## config.mk

```make
export PLATFORM = sky130hd
export DESIGN_NAME = enum_index_arbiter
export DESIGN_NICKNAME = d
export VERILOG_FILES = /design/src/rtl/enum_index_arbiter.sv
export SDC_FILE = /design/constraint.sdc
export NUM_CORES = 1
export LEC_CHECK = 0
export BUFFER_PORTS_ARGS = -buffer_cell sky130_fd_sc_hd__buf_2
export CAP_MARGIN = 20
export CELL_PAD_IN_SITES_DETAIL_PLACEMENT = 0
export CELL_PAD_IN_SITES_GLOBAL_PLACEMENT = 1
export CORE_AREA = 5 5 128 130
export DETAILED_ROUTE_END_ITERATION = 8
export DIE_AREA = 0 0 133 135
export GPL_TIMING_DRIVEN = 0
export PLACE_DENSITY = 0.71
export SLEW_MARGIN = 5
export SYNTH_ARGS = -nofsm -noshare
export SYNTH_HDL_FRONTEND = slang
export SYNTH_SLANG_ARGS = --single-unit
```

## constraint.sdc

```tcl
create_clock -name clk -period 2.1 [get_ports clk]
set_input_delay 0.105 -clock clk [delete_from_list [all_inputs] [get_ports clk]]
set_output_delay 0.105 -clock clk [all_outputs]
set_load 0.02 [all_outputs]
```

## src/rtl/enum_index_arbiter.sv

```systemverilog
`default_nettype none
// ============================================================================
// Module   : enum_index_arbiter
// Purpose  : Round-robin arbiter sharing one read port of a 4-entry table,
//            indexed by a clamped enum selector, with a 1-deep output register.
// Revision : 1.0 - initial release
// ============================================================================
module enum_index_arbiter #(
  parameter int NUM_REQ = 4,
  parameter int DATA_W  = 32
) (
  input  logic                 clk,
  input  logic                 rst_n,
  input  logic [NUM_REQ-1:0]   req_valid,
  input  logic [2*NUM_REQ-1:0] req_sel,
  output logic [NUM_REQ-1:0]   req_ready,
  input  logic                 wr_en,
  input  logic [1:0]           wr_addr,
  input  logic [DATA_W-1:0]    wr_data,
  output logic                 rsp_valid,
  output logic [1:0]           rsp_id,
  output logic [DATA_W-1:0]    rsp_data,
  input  logic                 rsp_ready
);

  localparam int c_ENTRIES = 4;

  logic [DATA_W-1:0] r_table [c_ENTRIES];
  logic [1:0]        r_rr_ptr;
  logic              r_rsp_valid;
  logic [1:0]        r_rsp_id;
  logic [DATA_W-1:0] r_rsp_data;

  logic [3:0]        w_valid_pad;
  logic [7:0]        w_sel_pad;
  logic [2:0]        w_sum;
  logic [1:0]        w_cand;
  logic [1:0]        w_grant;
  logic              w_any;
  logic              w_free;
  logic              w_accept;
  logic [3:0]        w_onehot;
  logic [1:0]        w_sel;
  logic [2:0]        w_idx_sum;
  logic [1:0]        w_rd_idx;
  logic [DATA_W-1:0] w_rd_data;
  logic [1:0]        w_next_ptr;

  // Pad request vectors to the 4-requester maximum so 2-bit indices stay legal.
  assign w_valid_pad = 4'(req_valid);
  assign w_sel_pad   = 8'(req_sel);

  // Scan from the highest offset down so the nearest valid requester wins.
  always_comb begin
    w_any   = 1'b0;
    w_grant = '0;
    w_sum   = '0;
    w_cand  = '0;
    for (int k = NUM_REQ - 1; k >= 0; k--) begin
      w_sum = {1'b0, r_rr_ptr} + 3'(k);
      if (w_sum >= 3'(NUM_REQ)) begin
        w_sum = w_sum - 3'(NUM_REQ);
      end
      w_cand = w_sum[1:0];
      if (w_valid_pad[w_cand]) begin
        w_any   = 1'b1;
        w_grant = w_cand;
      end
    end
  end

  assign w_free    = ~r_rsp_valid | rsp_ready;
  assign w_accept  = w_free & w_any & rst_n;
  assign w_onehot  = 4'b0001 << w_grant;
  assign req_ready = w_accept ? w_onehot[NUM_REQ-1:0] : '0;

  assign w_sel      = w_sel_pad[{w_grant, 1'b0} +: 2];
  assign w_idx_sum  = {1'b0, w_sel} + 3'd1;
  assign w_rd_idx   = (w_idx_sum > 3'd3) ? 2'd3 : w_idx_sum[1:0];
  assign w_rd_data  = r_table[w_rd_idx];
  assign w_next_ptr = (w_grant == 2'(NUM_REQ - 1)) ? 2'd0 : w_grant + 2'd1;

  // The read above sees the pre-write contents of a same-cycle write target.
  always_ff @(posedge clk or negedge rst_n) begin
    if (!rst_n) begin
      for (int i = 0; i < c_ENTRIES; i++) begin
        r_table[i] <= '0;
      end
    end else if (wr_en) begin
      r_table[wr_addr] <= wr_data;
    end
  end

  always_ff @(posedge clk or negedge rst_n) begin
    if (!rst_n) begin
      r_rr_ptr    <= '0;
      r_rsp_valid <= 1'b0;
      r_rsp_id    <= '0;
      r_rsp_data  <= '0;
    end else if (w_accept) begin
      r_rr_ptr    <= w_next_ptr;
      r_rsp_valid <= 1'b1;
      r_rsp_id    <= w_grant;
      r_rsp_data  <= w_rd_data;
    end else if (rsp_ready) begin
      r_rsp_valid <= 1'b0;
    end
  end

  assign rsp_valid = r_rsp_valid;
  assign rsp_id    = r_rsp_id;
  assign rsp_data  = r_rsp_data;

endmodule
`default_nettype wire
```

Yosys cells after proc, flatten, opt, wreduce, memory -nomap -nowiden --
Index checks and enable logic that the tools add are counted.
Storage, ports and cells: RAM bits 0, memories 0, bits in registers 165, ROM bits 0, input bits 50, logic and storage cells 71, latch bits 0
Cells by class: mux-type cells 31, bitwise logic cells 6, div/mod/pow operators 0, reductions and logical operators 2, order comparisons 12, shift operators 2, add/sub/neg operators 9, eq/ne operators 1, multiply operators 0
Operators by type and width (count):
- $bwmux 128 | 1
- $mux 32 | 3
- $bmux 32 s2 | 1
- $demux 32 s2 | 1
- $mux 2 | 10
- $ge 3x3->1 const B | 5
- $lt 2x3->1 const B | 4
- $mux 1 | 10
- $bmux 1 s2 | 4
- $shiftx 8x4->2 | 1
- $sub 2x1->2 const B | 4
- $add 2x1->3 const B | 2
- $add 2x2->3 const B | 2
- $not 2->3 | 2
- $mux 4 | 1
- $shl 1x2->4 const A | 1
- $ge 2x3->1 const B | 1
- $gt 3x2->1 const B | 1
- $lt 3x1->1 const B | 1
- $add 2x1->2 const B | 1
- $and 1x1->1 | 2
- $eq 2x2->1 const B | 1
- $reduce_bool 2->1 | 1
- $logic_and 1x1->1 | 1
- other kinds (2) | 2

Depth between registers and ports, before layout --
depth in word-level cells 17, mapped depth 9, mapped depth without buffers 8

Worst setup path before layout --
No wires, ideal clock.
path type reg-to-reg, from register r_rr_ptr[1], to register r_rsp_data[10], in the netlist rsp_data[10], path buffers 1, data required time 1.969 ns, period minus slack after synthesis 2.143 ns, cell stages (with the launch flop) 8, data arrival time 2.012 ns, path slack -0.043 ns, cell sequence dfrtp_1 nor2_1 o21bai_1 a221oi_4 mux2i_1 nand2b_1 buf_2 o211ai_2
On the way: word-level cells in the longest chain between the ends 17
Ends and longest elaborated chain:
- start, declared | RTL line 29 | logic [1:0] r_rr_ptr;
- start signal, assigned | RTL line 101 | r_rr_ptr <= w_next_ptr;
- $add 2x2->3 | RTL line 60 | w_sum = {1'b0, r_rr_ptr} + 3'(k);
- $ge 3x3->1 / $sub 2x1->2 (equally long branches) | RTL line 61, 62
- $mux 2 | RTL line 61 | if (w_sum >= 3'(NUM_REQ)) begin
- $bmux 1 s2 | RTL line 65 | if (w_valid_pad[w_cand]) begin
- $mux 1 (not written as such) | RTL line 65
- $mux 2 (3 in a row) | RTL line 65
- $mux 2 (*) | RTL line 65
- via w_grant[0] | RTL line 38 | logic [1:0] w_grant;
- $shiftx 8x4->2 (*) | RTL line 77 | assign w_sel = w_sel_pad[{w_grant, 1'b0} +: 2];
- $add 2x1->3 (*) | RTL line 78 | assign w_idx_sum = {1'b0, w_sel} + 3'd1;
- $gt 3x2->1 | RTL line 79 | assign w_rd_idx = (w_idx_sum > 3'd3) ? 2'd3 : w_idx_sum[1:0];
- $mux 2 (*) | RTL line 79
- $not 2->3 (not written as such) (*) | RTL line 80 | assign w_rd_data = r_table[w_rd_idx];
- $bmux 32 s2 (*) | RTL line 80
- $mux 32 (not written as such) (*) (2 in a row) | RTL line 80
- end signal, assigned | RTL line 104 | r_rsp_data <= w_rd_data;
- end, declared | RTL line 32 | logic [DATA_W-1:0] r_rsp_data;
Mark *: on every way through the listed nets, which the timed path passes. The rest lies on a longest branch. The select of a mux whose other input is x is not followed. A chain may end at the register's enable or synchronous reset.

Worst setup path after layout --
from register r_rr_ptr[1], to register r_rsp_data[2], in the netlist rsp_data[2]
On the way: word-level cells in the longest chain between the ends 17
Ends and longest elaborated chain (RTL line):
- $add 2x2->3 | 60
- $ge 3x3->1 / $sub 2x1->2 (equally long branches) | 61, 62
- $mux 2 | 61
- $bmux 1 s2 | 65
- $mux 1 (not written as such) | 65
- $mux 2 (4 in a row) | 65
- $shiftx 8x4->2 | 77
- $add 2x1->3 | 78
- $gt 3x2->1 | 79
- $mux 2 | 79
- $not 2->3 (not written as such) | 80
- $bmux 32 s2 | 80
- $mux 32 (not written as such) (2 in a row) | 80
Parallel ways exist; a longest one is shown, timed or not. The select of a mux whose other input is x is not followed.

==> metrics.yaml <==
crit_chain: "buf_4 -> nand3_2 -> nand4_4 -> mux2i_4 -> mux2i_4 -> buf_12 -> clkbuf_16 -> mux2i_2 -> o211ai_2"
power_leakage_uw: 0.00364
final-max-slew-violation-count: 0
hp-class: "in2reg"
setup_viol: 17
seq_area_frac_synth_pct: 56.7
antenna_left: 0
post-route-cell-area_mm2: 0.00809
grt_pass1_wl_um: 23300
synth_xor_area_share_pct: 0
synth_top_family_by_area: "multiplexers"
area_growth_pct: 37.8
violations: "negative setup slack"
antenna_found_initial: 0
htreeDepth: 4
rows: 45
die-area_mm2: 0.0180
critPathMaxFanout: 8
synth_top_area_share_pct: 56.7
synth_area_leaders: "dfrtp_1 (57%), mux2_2 (18%), o211ai_2 (6.4%)"
drt_iter0_drc: 133
cts_sinks: 133
endpoint_kind: "flop"
layout_commonest_cell: "dfrtp_1"
clock-root-buffer: "clkbuf_16"
cts_buffer_depth: 2
ir_drop_mv: 0.739
start_util_pct: 39.1
power.density_mw_per_mm2: 1210
status: "finished, violations left"
num_antenna_cells: 0
dp_hpwl_um: 9330
tns_ns: -0.0794
min_path_cells: 3
synth_warnings: 0
ys_seq_elements: 133
yosysUniqueCellTypes: 27
crit_slowest_cell: "dfrtp_2"
synth_top_area_cell: "dfrtp_1"
die_h_um: 135
setup.worst_path.class: "reg2reg"
vias: 4011
seq_area_mm2: 0.00333
drc_errors: 0
clk_latency_ns: 0.41
clk_pin_slew_ns: 0.05
cts_tree: "yes"
fill_cells: 1258
grt_pass1_vias: 4380
io_pins: 89
core_area_mm2: 0.0150
globalRouteOverflowTotal: 0
portBuffers: 88
multiInputGateArea_mm2: 0.00266
tightest_slew_ns: 0.765
synth_compound_area_share_pct: 7.89
first_pass_iters: 4
place_ws_ns: -0.487
place.gp.congestion: 0.771
avgSynthCellArea_um2: 13.7
grt_max_degree: 72
start_kind: "flop"
drv_cap: 0
rsz0062_at_grt: "yes"
routed_wl_um: 14500
finalHoldViolations: 0
period_needed_ns: 2.11
postSynthCellCount: 430
nNetsFinal: 643
die_w_um: 133
relSlewSlack_pct: 49.0
r2r_cells: 9
layout_common_cells: "dfrtp_1 (132), mux2_2 (96), buf_2 (83), nand2_1 (39), dlygate4sd3_1 (35)"
layout_setup_ws_ns: -0.0108
drive_gt1_share_pct: 51.6
cp.arrival_ns: 2.40
utilization_pct: 53.8
fin_crit_sh_pct: 101
yosys.area_share.simple_pct: 7.12
max_freq_ghz: 0.474
max_stage_delay_ns: 0.43
avgViaCountPerCell: 5.08
synthAdderAreaFrac_pct: 0.853
place_area_mm2: 0.00658
synthMuxAreaShare_pct: 25.1
cts_buffers: 17
wl_per_cell_um: 18.4
synth_nets: 484
syn_area_mm2: 0.00587
path_common_cell: "mux2i_4"
crit_required_ns: 2.39
globalRouteTotalUtil_pct: 16.7
skew_ns: 0.00857
power breakdown:
group	leakage, uW	total, uW	switching [uW]	internal (uW)
sequential	0.00159	3640	412	3230
combinational	0.00176	3340	1680	1660
clock	0.000280	2830	1030	1810
cell usage after synthesis:
master / count
mux2_2: 96
clkbuf_1: 16
and2_1: 4
a21oi_1: 3
buf_1: 4
dfrtp_1: 133
nand2_1: 39
buf_4: 1
o21ai_0: 3
nor2b_1: 3
nor2_1: 3
mux2i_4: 1
o41ai_1: 1
nand3_1: 34
inv_2: 2
mux2i_1: 37
nand4_2: 1
o21bai_1: 1
inv_1: 1
nand3b_1: 2
buf_2: 2
ha_1: 4
o211ai_2: 30
o211ai_1: 2
nand2b_1: 3
a221oi_4: 1
buf_6: 3
sequential cells by signal, indices dropped and copies added (netlist names):
name	flops
r_rr_ptr	2
rsp_valid	1
rsp_id	2
rsp_data	32
r_table	96
path summary, 6_finish.rpt:
kind / start / endpoint / slack (ns)
worst min register to register: rsp_data[11] / rsp_data[11] / 0.48
max in group asynchronous: rst_n / rsp_data[24] / 1.31
min in group asynchronous: rst_n / r_table[71] / 0.45
worst min-delay path: wr_addr[1] / r_table[49] / 0.20
worst max-delay path: r_rr_ptr[1] / rsp_data[2] / -0.01
worst max register to register: r_rr_ptr[1] / rsp_data[2] / -0.01
final cells by class:
class	count	share of cell area [%]
sequential	133	41.2
multi-input combinational	268	32.9
timing repair buffer	140	13.2
clock buffer	28	6.51
tap	188	2.91
buffer	26	2.57
clock inverter	3	0.495
inverter	3	0.232
per-stage QoR:
stage / hold slack, ns / total power (uW) / instances
floorplan: -0.191 / 5370 / 430
CTS: -0.309 / 9420 / 781
detailed placement: 0.136 / 6250 / 707
global placement: 0.364 / 6160 / 706
global route: 0.225 / 10400 / 789
finish: 0.195 / 9820 / 789
logic make-up (layout without fill, tap and decap cells):
| kind of cell | after synthesis | count (layout) |
|---|---|---|
| simple gates | 89 | 89 |
| mux | 134 | 134 |
| fa+ha+maj | 4 | 4 |
| buf+inv | 29 | 200 |
| compound gates | 41 | 41 |
| flops | 133 | 133 |
metal layers:
layer	up-vias	wire (um)	global-route usage, %
met1	2058	6560	21.0
met5	-	0	0
met3	10	551	3.73
met2	75	7270	28.2
met4	0	106	6.12
li1	1868	-	-
repair_timing:
item,4_1_cts,5_1_grt
endpoints found under the hold margin,159,62
cloned,0,3
pin swaps,3,4
endpoints found under the setup margin,36,35
hold buffers,34,2
buffers inserted,9,3
gates resized for setup,32,64
critical path, delay by kind of cell, from the launching register on:
family / cells / cell delay [ns]
AO/OA/AOI/OAI: 1 / 0.08
flip-flops: 1 / 0.43
buffers and inverters: 3 / 0.51
multiplexers: 3 / 0.66
AND/OR/NAND/NOR: 2 / 0.30
Power figures use the tool's default switching activity.
